## src/rtl/boton_acondicionador.sv

```systemverilog
// Button conditioning: 2-FF sync, counter debounce, press/release pulses.
// Optional auto-repeat on pulso enabled by defining BOTON_AUTOREPEAT_EN.
module boton_acondicionador #(
  parameter int unsigned       N_BTN           = 4,
  parameter int unsigned       DEBOUNCE_CYCLES = 320000,
  parameter int unsigned       CNT_W           = 24,
  parameter int unsigned       REPEAT_DELAY    = 8000000,
  parameter int unsigned       REPEAT_PERIOD   = 3200000,
  parameter logic [N_BTN-1:0]  REPEAT_MASK     = 4'b0011
) (
  input  logic             clk,
  input  logic             reset,
  input  logic [N_BTN-1:0] btn_n,
  output logic [N_BTN-1:0] nivel,
  output logic [N_BTN-1:0] pulso,
  output logic [N_BTN-1:0] suelta
);

  localparam logic [CNT_W-1:0] CNT_LAST = CNT_W'(DEBOUNCE_CYCLES - 1);

  if (DEBOUNCE_CYCLES < 2 ||
      64'(DEBOUNCE_CYCLES - 1) >= (64'(1) << CNT_W)) begin : g_bad_deb
    $error("boton_acondicionador: DEBOUNCE_CYCLES does not fit CNT_W");
  end

  if ((|REPEAT_MASK) &&
      (REPEAT_DELAY < 2 || REPEAT_PERIOD == 0 ||
       REPEAT_PERIOD > REPEAT_DELAY)) begin : g_bad_rpt
    $error("boton_acondicionador: bad auto-repeat timing");
  end

  logic [N_BTN-1:0] sync1_q, sync2_q;
  logic [N_BTN-1:0] nivel_q, nivel_d;
  logic [N_BTN-1:0] pulso_q, pulso_d;
  logic [N_BTN-1:0] suelta_q, suelta_d;
  logic [N_BTN-1:0] accept;
  logic [N_BTN-1:0] rpt_fire;
  logic [CNT_W-1:0] cnt_q [N_BTN];
  logic [CNT_W-1:0] cnt_d [N_BTN];

  always_comb begin
    nivel_d = nivel_q;
    accept  = '0;
    for (int i = 0; i < N_BTN; i++) begin
      cnt_d[i] = cnt_q[i];
      if (sync2_q[i] == nivel_q[i]) begin
        cnt_d[i] = '0;
      end else if (cnt_q[i] == CNT_LAST) begin
        cnt_d[i]   = '0;
        nivel_d[i] = sync2_q[i];
        accept[i]  = 1'b1;
      end else begin
        cnt_d[i] = cnt_q[i] + CNT_W'(1);
      end
    end
    pulso_d  = (accept & sync2_q) | rpt_fire;
    suelta_d = accept & nivel_q;
  end

`ifdef BOTON_AUTOREPEAT_EN
  localparam int unsigned RPT_W = $clog2(REPEAT_DELAY);
  localparam logic [RPT_W-1:0] RPT_LAST = RPT_W'(REPEAT_DELAY - 1);
  localparam logic [RPT_W-1:0] RPT_RELOAD =
    RPT_W'(REPEAT_DELAY - REPEAT_PERIOD);

  logic [RPT_W-1:0] rpt_q [N_BTN];
  logic [RPT_W-1:0] rpt_d [N_BTN];

  // Reloading below the terminal count spaces later pulses by REPEAT_PERIOD.
  always_comb begin
    rpt_fire = '0;
    for (int i = 0; i < N_BTN; i++) begin
      rpt_d[i] = '0;
      if (REPEAT_MASK[i] && nivel_q[i] && nivel_d[i]) begin
        if (rpt_q[i] == RPT_LAST) begin
          rpt_fire[i] = 1'b1;
          rpt_d[i]    = RPT_RELOAD;
        end else begin
          rpt_d[i] = rpt_q[i] + RPT_W'(1);
        end
      end
    end
  end

  always_ff @(posedge clk) begin
    for (int i = 0; i < N_BTN; i++) begin
      if (reset) rpt_q[i] <= '0;
      else       rpt_q[i] <= rpt_d[i];
    end
  end
`else
  assign rpt_fire = '0;
`endif

  always_ff @(posedge clk) begin
    if (reset) begin
      sync1_q  <= '0;
      sync2_q  <= '0;
      nivel_q  <= '0;
      pulso_q  <= '0;
      suelta_q <= '0;
      for (int i = 0; i < N_BTN; i++) cnt_q[i] <= '0;
    end else begin
      sync1_q  <= ~btn_n;
      sync2_q  <= sync1_q;
      nivel_q  <= nivel_d;
      pulso_q  <= pulso_d;
      suelta_q <= suelta_d;
      for (int i = 0; i < N_BTN; i++) cnt_q[i] <= cnt_d[i];
    end
  end

  assign nivel  = nivel_q;
  assign pulso  = pulso_q;
  assign suelta = suelta_q;

endmodule
```

## config.mk

```make
export PLATFORM = sky130hd
export DESIGN_NAME = boton_acondicionador
export DESIGN_NICKNAME = d
export VERILOG_FILES = /design/src/rtl/boton_acondicionador.sv
export SDC_FILE = /design/constraint.sdc
export NUM_CORES = 1
export LEC_CHECK = 0
export CORE_MARGIN = 10
export CORE_UTILIZATION = 53
export CTS_CLUSTER_SIZE = 40
export DETAILED_ROUTE_END_ITERATION = 8
export PLACE_DENSITY = 0.7
export SLEW_MARGIN = 20
export SYNTH_ARGS = -nofsm -noshare
export SYNTH_HDL_FRONTEND = slang
export SYNTH_SLANG_ARGS = --single-unit
```

## constraint.sdc

```tcl
create_clock -name clk -period 3.7 [get_ports clk]
set_input_delay 0.925 -clock clk [delete_from_list [all_inputs] [get_ports clk]]
set_output_delay 0.925 -clock clk [all_outputs]
set_load 0.01 [all_outputs]
```

## After elaboration in Yosys (flattened, before gate mapping)

Memories as Yosys holds them, arrays and structs flattened.
Index checks and enable logic that the tools add are counted.

- Add/sub/neg operators: 4
- Equal/unequal tests: 8
- Multiplexer cells: 23
- Bitwise gates (word level): 11
- Reduce and logical (&&, ||, !) cells: 4

Operators by type and width:

| cell | number |
|---|---|
| $mux 24 | 12 |
| $add 24x1->24 const B | 4 |
| $eq 24x19->1 const B | 4 |
| $mux 1 | 11 |
| $and 4x4->4 | 2 |
| $reduce_and 2->1 | 4 |
| $eq 1x1->1 | 4 |
| $not 1->1 | 4 |
| $not 4->4 | 1 |
| $or 1x1->1 | 4 |

- Flip-flop bits (word level): 20
- Bits in writable memories: 96
- Word-level logic and storage cells: 59
- Memories: 1

Memory list:

| memory | words | width | rd ports | clocked after Yosys merged registers in | write ports | RTL line | source |
|---|---|---|---|---|---|---|---|
| cnt_q | 4 | 24 | 4 | 0 | 4 | 38 | `logic [CNT_W-1:0] cnt_q [N_BTN];` |

## Depth between registers and ports, before layout

Gate-level depths: netlist of run 1.
An unclocked memory read counts as a cell.

- Depth after elaboration: 5
- Mapped depth: 7
- Gate-level depth less buffers: 5

## Least setup slack after synthesis of run 1

No wires, ideal clock.

- Path kind: input -> register
- From: input reset
- To: memory cnt_q[1][10]
- Arrival time: 1.866 ns
- Data required time: 3.572 ns
- Path slack: 1.706 ns
- Stages on the path: 5
- Path through: clkbuf_1 > a21oi_1 > o21ai_1 > clkbuf_1 > nor2_1

RTL lines:

| item | RTL line | source |
|---|---|---|
| from (decl) | 12 | `input logic reset,` |
| to (decl) | 38 |  |

## Final worst setup path of run 1

- From: register nivel_q[0], in the netlist nivel[0]
- To: output nivel[0]

RTL lines:

| item | RTL line | source |
|---|---|---|
| from (decl) | 33 | `logic [N_BTN-1:0] nivel_q, nivel_d;` |
| from (signal assigned) | 106 | `nivel_q <= nivel_d;` |
| to (decl) | 14 | `output logic [N_BTN-1:0] nivel,` |

No word-level cell between the ends.

==> results of run 1 <==
-- power by group through the flow --
stage / combinational [mW] / clock [mW] / sequential, mW
after floorplan: 0.0179 / 0 / 1.28
after global placement: 0.0271 / 0 / 1.28
after detailed placement: 0.0275 / 0 / 1.29
after CTS: 0.0278 / 1.65 / 1.26
after global routing: 0.0310 / 1.70 / 1.26
final: 0.0274 / 1.62 / 1.26
-- cell usage in the layout, fill, tap and decap left out, types with 4 or more instances in the layout --
| cell type | Yosys | layout |
|---|---|---|
| clkdlybuf4s50_1 | 0 | 17 |
| xnor2_1 | 26 | 26 |
| nor4_1 | 15 | 15 |
| o31ai_1 | 14 | 14 |
| nand4_1 | 23 | 23 |
| nand2b_1 | 8 | 8 |
| clkinv_2 | 0 | 7 |
| clkbuf_8 | 0 | 4 |
| xor2_1 | 24 | 24 |
| nand3_1 | 39 | 39 |
| o21ai_0 | 25 | 25 |
| or4_1 | 20 | 20 |
| clkbuf_16 | 0 | 16 |
| inv_1 | 11 | 11 |
| nand2_1 | 34 | 34 |
| nor2b_1 | 4 | 4 |
| and3_1 | 17 | 17 |
| and2_1 | 4 | 4 |
| ha_1 | 4 | 4 |
| dfxtp_1 | 116 | 116 |
| nor2_1 | 63 | 63 |
| or3_1 | 25 | 25 |
| and4_1 | 13 | 13 |
| nor3_1 | 14 | 14 |
| a21oi_1 | 44 | 44 |
-- cells in the mapped netlist, types with 2 or more instances --
cell	n	area share, %
a21o_1	3	0.44
a21oi_1	44	4.3
and2_1	4	0.49
and3_1	17	2.1
and4_1	13	2.2
buf_2	5	0.49
buf_6	2	0.44
clkbuf_1	14	1.0
dfxtp_1	116	45
ha_1	4	0.98
inv_1	11	0.81
nand2_1	34	2.5
nand2b_1	8	0.98
nand3_1	39	3.8
nand3b_1	2	0.29
nand4_1	23	2.8
nor2_1	63	4.6
nor2b_1	4	0.49
nor3_1	14	1.4
nor4_1	15	1.8
nor4b_1	3	0.51
o21ai_0	25	2.5
o21ai_1	2	0.20
o31ai_1	14	2.1
or2_2	2	0.24
or3_1	25	3.1
or4_1	20	2.9
xnor2_1	26	4.5
xor2_1	24	4.1
-- worst min-delay path by stage --
stage	startpoint	endpoint	cells past startpoint
detailed placement	sync1_q[2]$_SDFF_PP0_	sync2_q[2]$_SDFF_PP0_	1
finish	sync1_q[1]$_SDFF_PP0_	sync2_q[1]$_SDFF_PP0_	1
global route	sync1_q[2]$_SDFF_PP0_	sync2_q[2]$_SDFF_PP0_	1
global placement	sync1_q[3]$_SDFF_PP0_	sync2_q[3]$_SDFF_PP0_	1
floorplan	sync1_q[0]$_SDFF_PP0_	sync2_q[0]$_SDFF_PP0_	1
CTS	sync1_q[1]$_SDFF_PP0_	sync2_q[1]$_SDFF_PP0_	1
-- layout make-up --
| type | count | share of cell area (%) |
|---|---|---|
| Sequential cell | 116 | 39.02 |
| Clock buffer | 20 | 7.652 |
| Timing Repair Buffer | 20 | 3.237 |
| Inverter | 11 | 0.6937 |
| Clock inverter | 11 | 2.228 |
| Multi-Input combinational cell | 439 | 44.46 |
| Tap cell | 129 | 2.712 |
-- routing by layer --
metal	routed length (um)	share of wire, %	track usage [%]
met4	114	1.1	5.641
met2	4984	47	24.97
met1	4923	46	19.14
met3	567	5.4	5.188
met5	0	0	0
-- metrics by stage --
step	setup slack, ps	util, %
global placement	898.1	57.46
global route	1215	63.81
finish	1282	63.81
CTS	1240	63.81
detailed placement	1093	57.50
floorplan	1706	-
-- kinds of logic after synthesis --
kind of cell	synth area share (%)
AOI/OAI and AO/OA	10.49
xor gates and xnor gates	8.576
adders and majority gates	0.9802
buffers and inverters	2.769
DFF	45.48
and+or+nand+nor	31.71
-- registers in the layout, summed over array words and instances, names as in the netlist --
register and cells:
cnt_q 96, sync2_q 4, nivel 4, pulso 4, suelta 4, sync1_q 4
==> results_dict.tcl, run 1 <==
set metrics [dict create \
    place_area_um2 5364 \
    fin_tns_setup_ps 0 \
    cts.hold.buffers_added 0 \
    cp_num_cells 1 \
    hold_class "flop to flop" \
    fp.dieH_um 118.2 \
    outcome "complete, no violations" \
    worst_ep_arrival_time_ps 1490 \
    cp.required_ps 2770 \
    worstSetupEndpointType "output pin" \
    path_class "flop to output pin" \
    whs_ps 436.5 \
    rows 35 \
    clockPowerShare_pct 55.7 \
    synthCells 587 \
    comb_power_share_pct 0.9 \
    clock-root-buffer "clkbuf_8" \
    clock-sinks 116 \
    grt_max_degree 23 \
    worstReg2RegStart "cnt_q[2][16]$_SDFF_PP0_" \
    yosysWarnings 0 \
    slew_headroom_pct 48.51 \
    ioPinCount 18 \
    min_period_ps 2418 \
    multi_input_area_um2 2646 \
    cts_tree "yes" \
    slowest_stage "clkdlybuf4s50_1" \
    finalHoldViolations 0 \
    stdcell_count 746 \
    ctsResizeCount 0 \
    min_period_over_period_pct 65.34 \
    drt_iter0_markers 322 \
    synth_seq_cells 116 \
    seqPwrFrac_pct 43.4 \
    cts_buffer_depth 2 \
    area_growth_pct 16.56 \
    reg2regPathDepth 4 \
    syn-num-nets 597 \
    fmax_ghz 0.4136 \
    dr.pass1.iters 5 \
    intPower_mw 2.331 \
    ctsHtreeMaxLevel 4 \
    final_antenna_net_count 0 \
    path_cells "clkdlybuf4s50_1" \
    total_power_mw 2.902 \
    r2r_slack_ps 1480 \
    nets 615 \
    setup_viol 0 \
    crit_start "nivel[0]$_SDFFE_PP0P_" \
    via_per_inst 5.784 \
    synth_area_per_cell_um2 8.699 \
    ys_seq_area_share_pct 45.48 \
    p_leak_nw 1.826 \
    antenna_found_initial 0 \
    critPathLaunchType "flop" \
    crit_end "nivel[0]" \
    syn_area_um2 5106 \
    p_switching_uw 571.3 \
    worst_path_largest_cell_delay_ps 580 \
    cts_buffers 17 \
    stdcell_area_um2 5952 \
    diodes 0 \
    netlist-cell-type-count 40 \
    area.sequential_um2 2322 \
    core_um2 9328 \
    drc_errors 0 \
    first_global_vias 4103 \
    fp.dieW_um 118.2 \
    tightestPinTransition_ps 772.3 \
    synth_edf_count 0 \
    wire_per_inst_um 14.20 \
    ir_drop_mv 0.3065 \
    drive_above_1_share_pct 6.969 \
    numPortBuffers 17 \
    grt_overflow 0 \
    fillCellCount 811 \
    clk_transition_reported_paths_ps 50 \
    dieArea_um2 13960 \
    totalWireLength_um 10590 \
    r2r-end "cnt_q[2][7]$_SDFF_PP0_" \
    pwr_density_cell_nw_per_um2 487.6 \
    cap_violations 0 \
    synthFlopType "dfxtp_1" \
    track_usage_pct 15.61 \
    rsz0062_at_grt "no" \
    crit_family "buffers and inverters" \
    insertion_delay_ps 520 \
    start_util_pct 54.74 \
    critPathBufInv 1 \
    grt_pass1_wl_um 18480 \
    finalClockSkew_ps 3.579 \
    placedCellCount 715 \
    dp_hpwl_um 7123 \
    async_reset_ff_share_pct 0 \
    via_count 4315 \
    slew_viol_final 0 \
    gp_congestion 0.8283 \
    p_sw_share_pct 19.68 \
    cts_setup_buffers 0 \
    critical_path.max_fanout 4 \
]
(Power assumes the default switching activity.)
==> run 2, diff against run 1 <==
==> constraint.sdc (replaced) <==
create_clock -name clk -period 2.35 [get_ports clk]
set_input_delay 0.5875 -clock clk [delete_from_list [all_inputs] [get_ports clk]]
set_output_delay 0.5875 -clock clk [all_outputs]
set_load 0.01 [all_outputs]
==> run 2 against run 1 <==
  * Global-route usage shrank 0.095 points
  * Clock power grew 69%
  * Clock skew grew 6.7 ps
  * Critical path type is now flop to flop
  * First-iteration DRC count shrank 27%
  * Sequential power grew 57%
  * Critical path depth grew 4
  * Worst setup slack lost 1000 ps
  * Hold slack lost 3.3 ps
  * Register-to-register slack lost 1200 ps
  * Sequential share of layout area shrank 0.65 points
  * Non-clock buffer count grew 5
==> results_dict.tcl, run 2 (synthesis gave the netlist of run 1 again) <==
set metrics [dict create \
    drt_iter0_markers 235 \
    tightestPinTransition_ps 667.1 \
    area_growth_pct 18.55 \
    cap_violations 0 \
    fmax_ghz 0.4745 \
    crit_family "simple AND/OR/NAND/NOR gates" \
    critPathLaunchType "flop" \
    ctsHtreeMaxLevel 4 \
    rows 35 \
    hold_depth 1 \
    setup_ws_ps 242.6 \
    numPortBuffers 17 \
    slew_headroom_pct 55.11 \
    intPower_mw 3.876 \
    fin_tns_setup_ps 0 \
    min_to "sync2_q[2]$_SDFF_PP0_" \
    min_period_over_period_pct 89.68 \
    dp_hpwl_um 7084 \
    insertion_delay_ps 510 \
    wire_per_inst_um 13.99 \
    core_um2 9328 \
    grt_overflow 0 \
    fp.dieW_um 118.2 \
    via_count 4297 \
    min_period_ps 2107 \
    gp_congestion 0.8133 \
    worstReg2RegStart "cnt_q[2][16]$_SDFF_PP0_" \
    nets 620 \
    regMostFlops "cnt_q" \
    fillCellCount 798 \
    crit_start "cnt_q[2][16]$_SDFF_PP0_" \
    via_per_inst 5.714 \
    critPathBufInv 1 \
    ioPinCount 18 \
    clock-root-buffer "clkbuf_8" \
    finalHoldViolations 0 \
    hold_class "flop to flop" \
    slowest_stage "or4_4" \
    final_common_cell "dfxtp_1" \
    final_cell_mix "dfxtp_1 (116), nor2_1 (63), a21oi_1 (44)" \
    slew_viol_final 0 \
    fp.dieH_um 118.2 \
    antenna_found_initial 0 \
    clock-sinks 116 \
    comb_power_share_pct 1.0 \
    r2r_slack_ps 240 \
    diodes 0 \
    finalClockSkew_ps 10.26 \
    ir_drop_mv 0.7770 \
    dp_slack_ps 266.2 \
    grt_max_degree 22 \
    cts_tree "yes" \
    setup_viol 0 \
    r2r-end "cnt_q[2][15]$_SDFF_PP0_" \
    reg2regPathDepth 5 \
    p_sw_share_pct 18.76 \
    path_class "flop to flop" \
    worstSetupEndpointType "flop" \
    cts_buffer_depth 2 \
    multi_input_area_um2 2643 \
    clk_transition_reported_paths_ps 50 \
    pwr_density_cell_nw_per_um2 788.2 \
    seqPwrFrac_pct 41.5 \
    grt_pass1_wl_um 18640 \
    worst_ep_arrival_time_ps 2500 \
    hp-start "sync1_q[2]$_SDFF_PP0_" \
    worst_path_largest_cell_delay_ps 570 \
    dieArea_um2 13960 \
    path_cells "or4b_1 -> or4_4 -> o21ai_4 -> buf_12 -> a21oi_1" \
    start_util_pct 54.74 \
    track_usage_pct 15.51 \
    final_antenna_net_count 0 \
    area.sequential_um2 2322 \
    drc_errors 0 \
    cp.required_ps 2740 \
    rsz0062_at_grt "no" \
    clockPowerShare_pct 57.4 \
    totalWireLength_um 10520 \
    p_leak_nw 1.873 \
    dr.pass1.iters 5 \
    cts_setup_buffers 0 \
    ctsResizeCount 0 \
    p_switching_uw 894.9 \
    outcome "complete, no violations" \
    cts_buffers 17 \
    critical_path.max_fanout 16 \
    drive_above_1_share_pct 7.223 \
    cts.hold.buffers_added 0 \
    first_global_vias 4083 \
    largest_reg_flops 96 \
]
[run 2: power by group through the flow]
stage,logic [mW],registers [mW],clock network [mW]
floorplan,0.0281,2.02,0
global placement,0.0494,2.02,0
detailed placement,0.0500,2.02,0
CTS,0.0503,1.98,2.78
global route,0.0552,1.98,2.88
finish,0.0500,1.98,2.74
[run 2: through the flow]
stage                     cells  hold WS, ps  utilization (%)  power, mW  instance area, um^2
after floorplan             587        413.8                -      2.050                 5106
final                       752        433.2            64.90      4.771                 6053
after global placement      720        423.4            58.14      2.072                 5423
after global routing        752        459.2            64.90      4.917                 6053
after detailed placement    720        420.4            58.14      2.073                 5423
after CTS                   752        433.0            64.90      4.810                 6053
[run 2: final cells by class]
type | count | area share [%]
multi-input cells | 439 | 43.65
flip-flops and latches | 116 | 38.36
clock buffers | 22 | 7.482
repair buffers | 25 | 4.217
clock inverters | 10 | 2.935
well taps | 129 | 2.666
inverters | 11 | 0.6821
[run 2: worst max-delay path by stage]
stage,to,slack (ps),cells after the start
floorplan,cnt_q[2][17]$_SDFF_PP0_,460,5
global placement,cnt_q[2][17]$_SDFF_PP0_,310,5
detailed placement,cnt_q[2][17]$_SDFF_PP0_,270,5
CTS,cnt_q[2][16]$_SDFF_PP0_,240,5
global route,cnt_q[2][20]$_SDFF_PP0_,130,5
finish,cnt_q[2][15]$_SDFF_PP0_,240,5
[run 2: routing by layer]
| layer | GRT usage (%) | vias to the layer above | wire (um) |
|---|---|---|---|
| met2 | 25.63 | 76 | 4985 |
| li1 | - | 2185 | - |
| met1 | 18.53 | 2018 | 4941 |
| met4 | 6.337 | 0 | 174 |
| met5 | 0 | - | 0 |
| met3 | 4.426 | 18 | 417 |
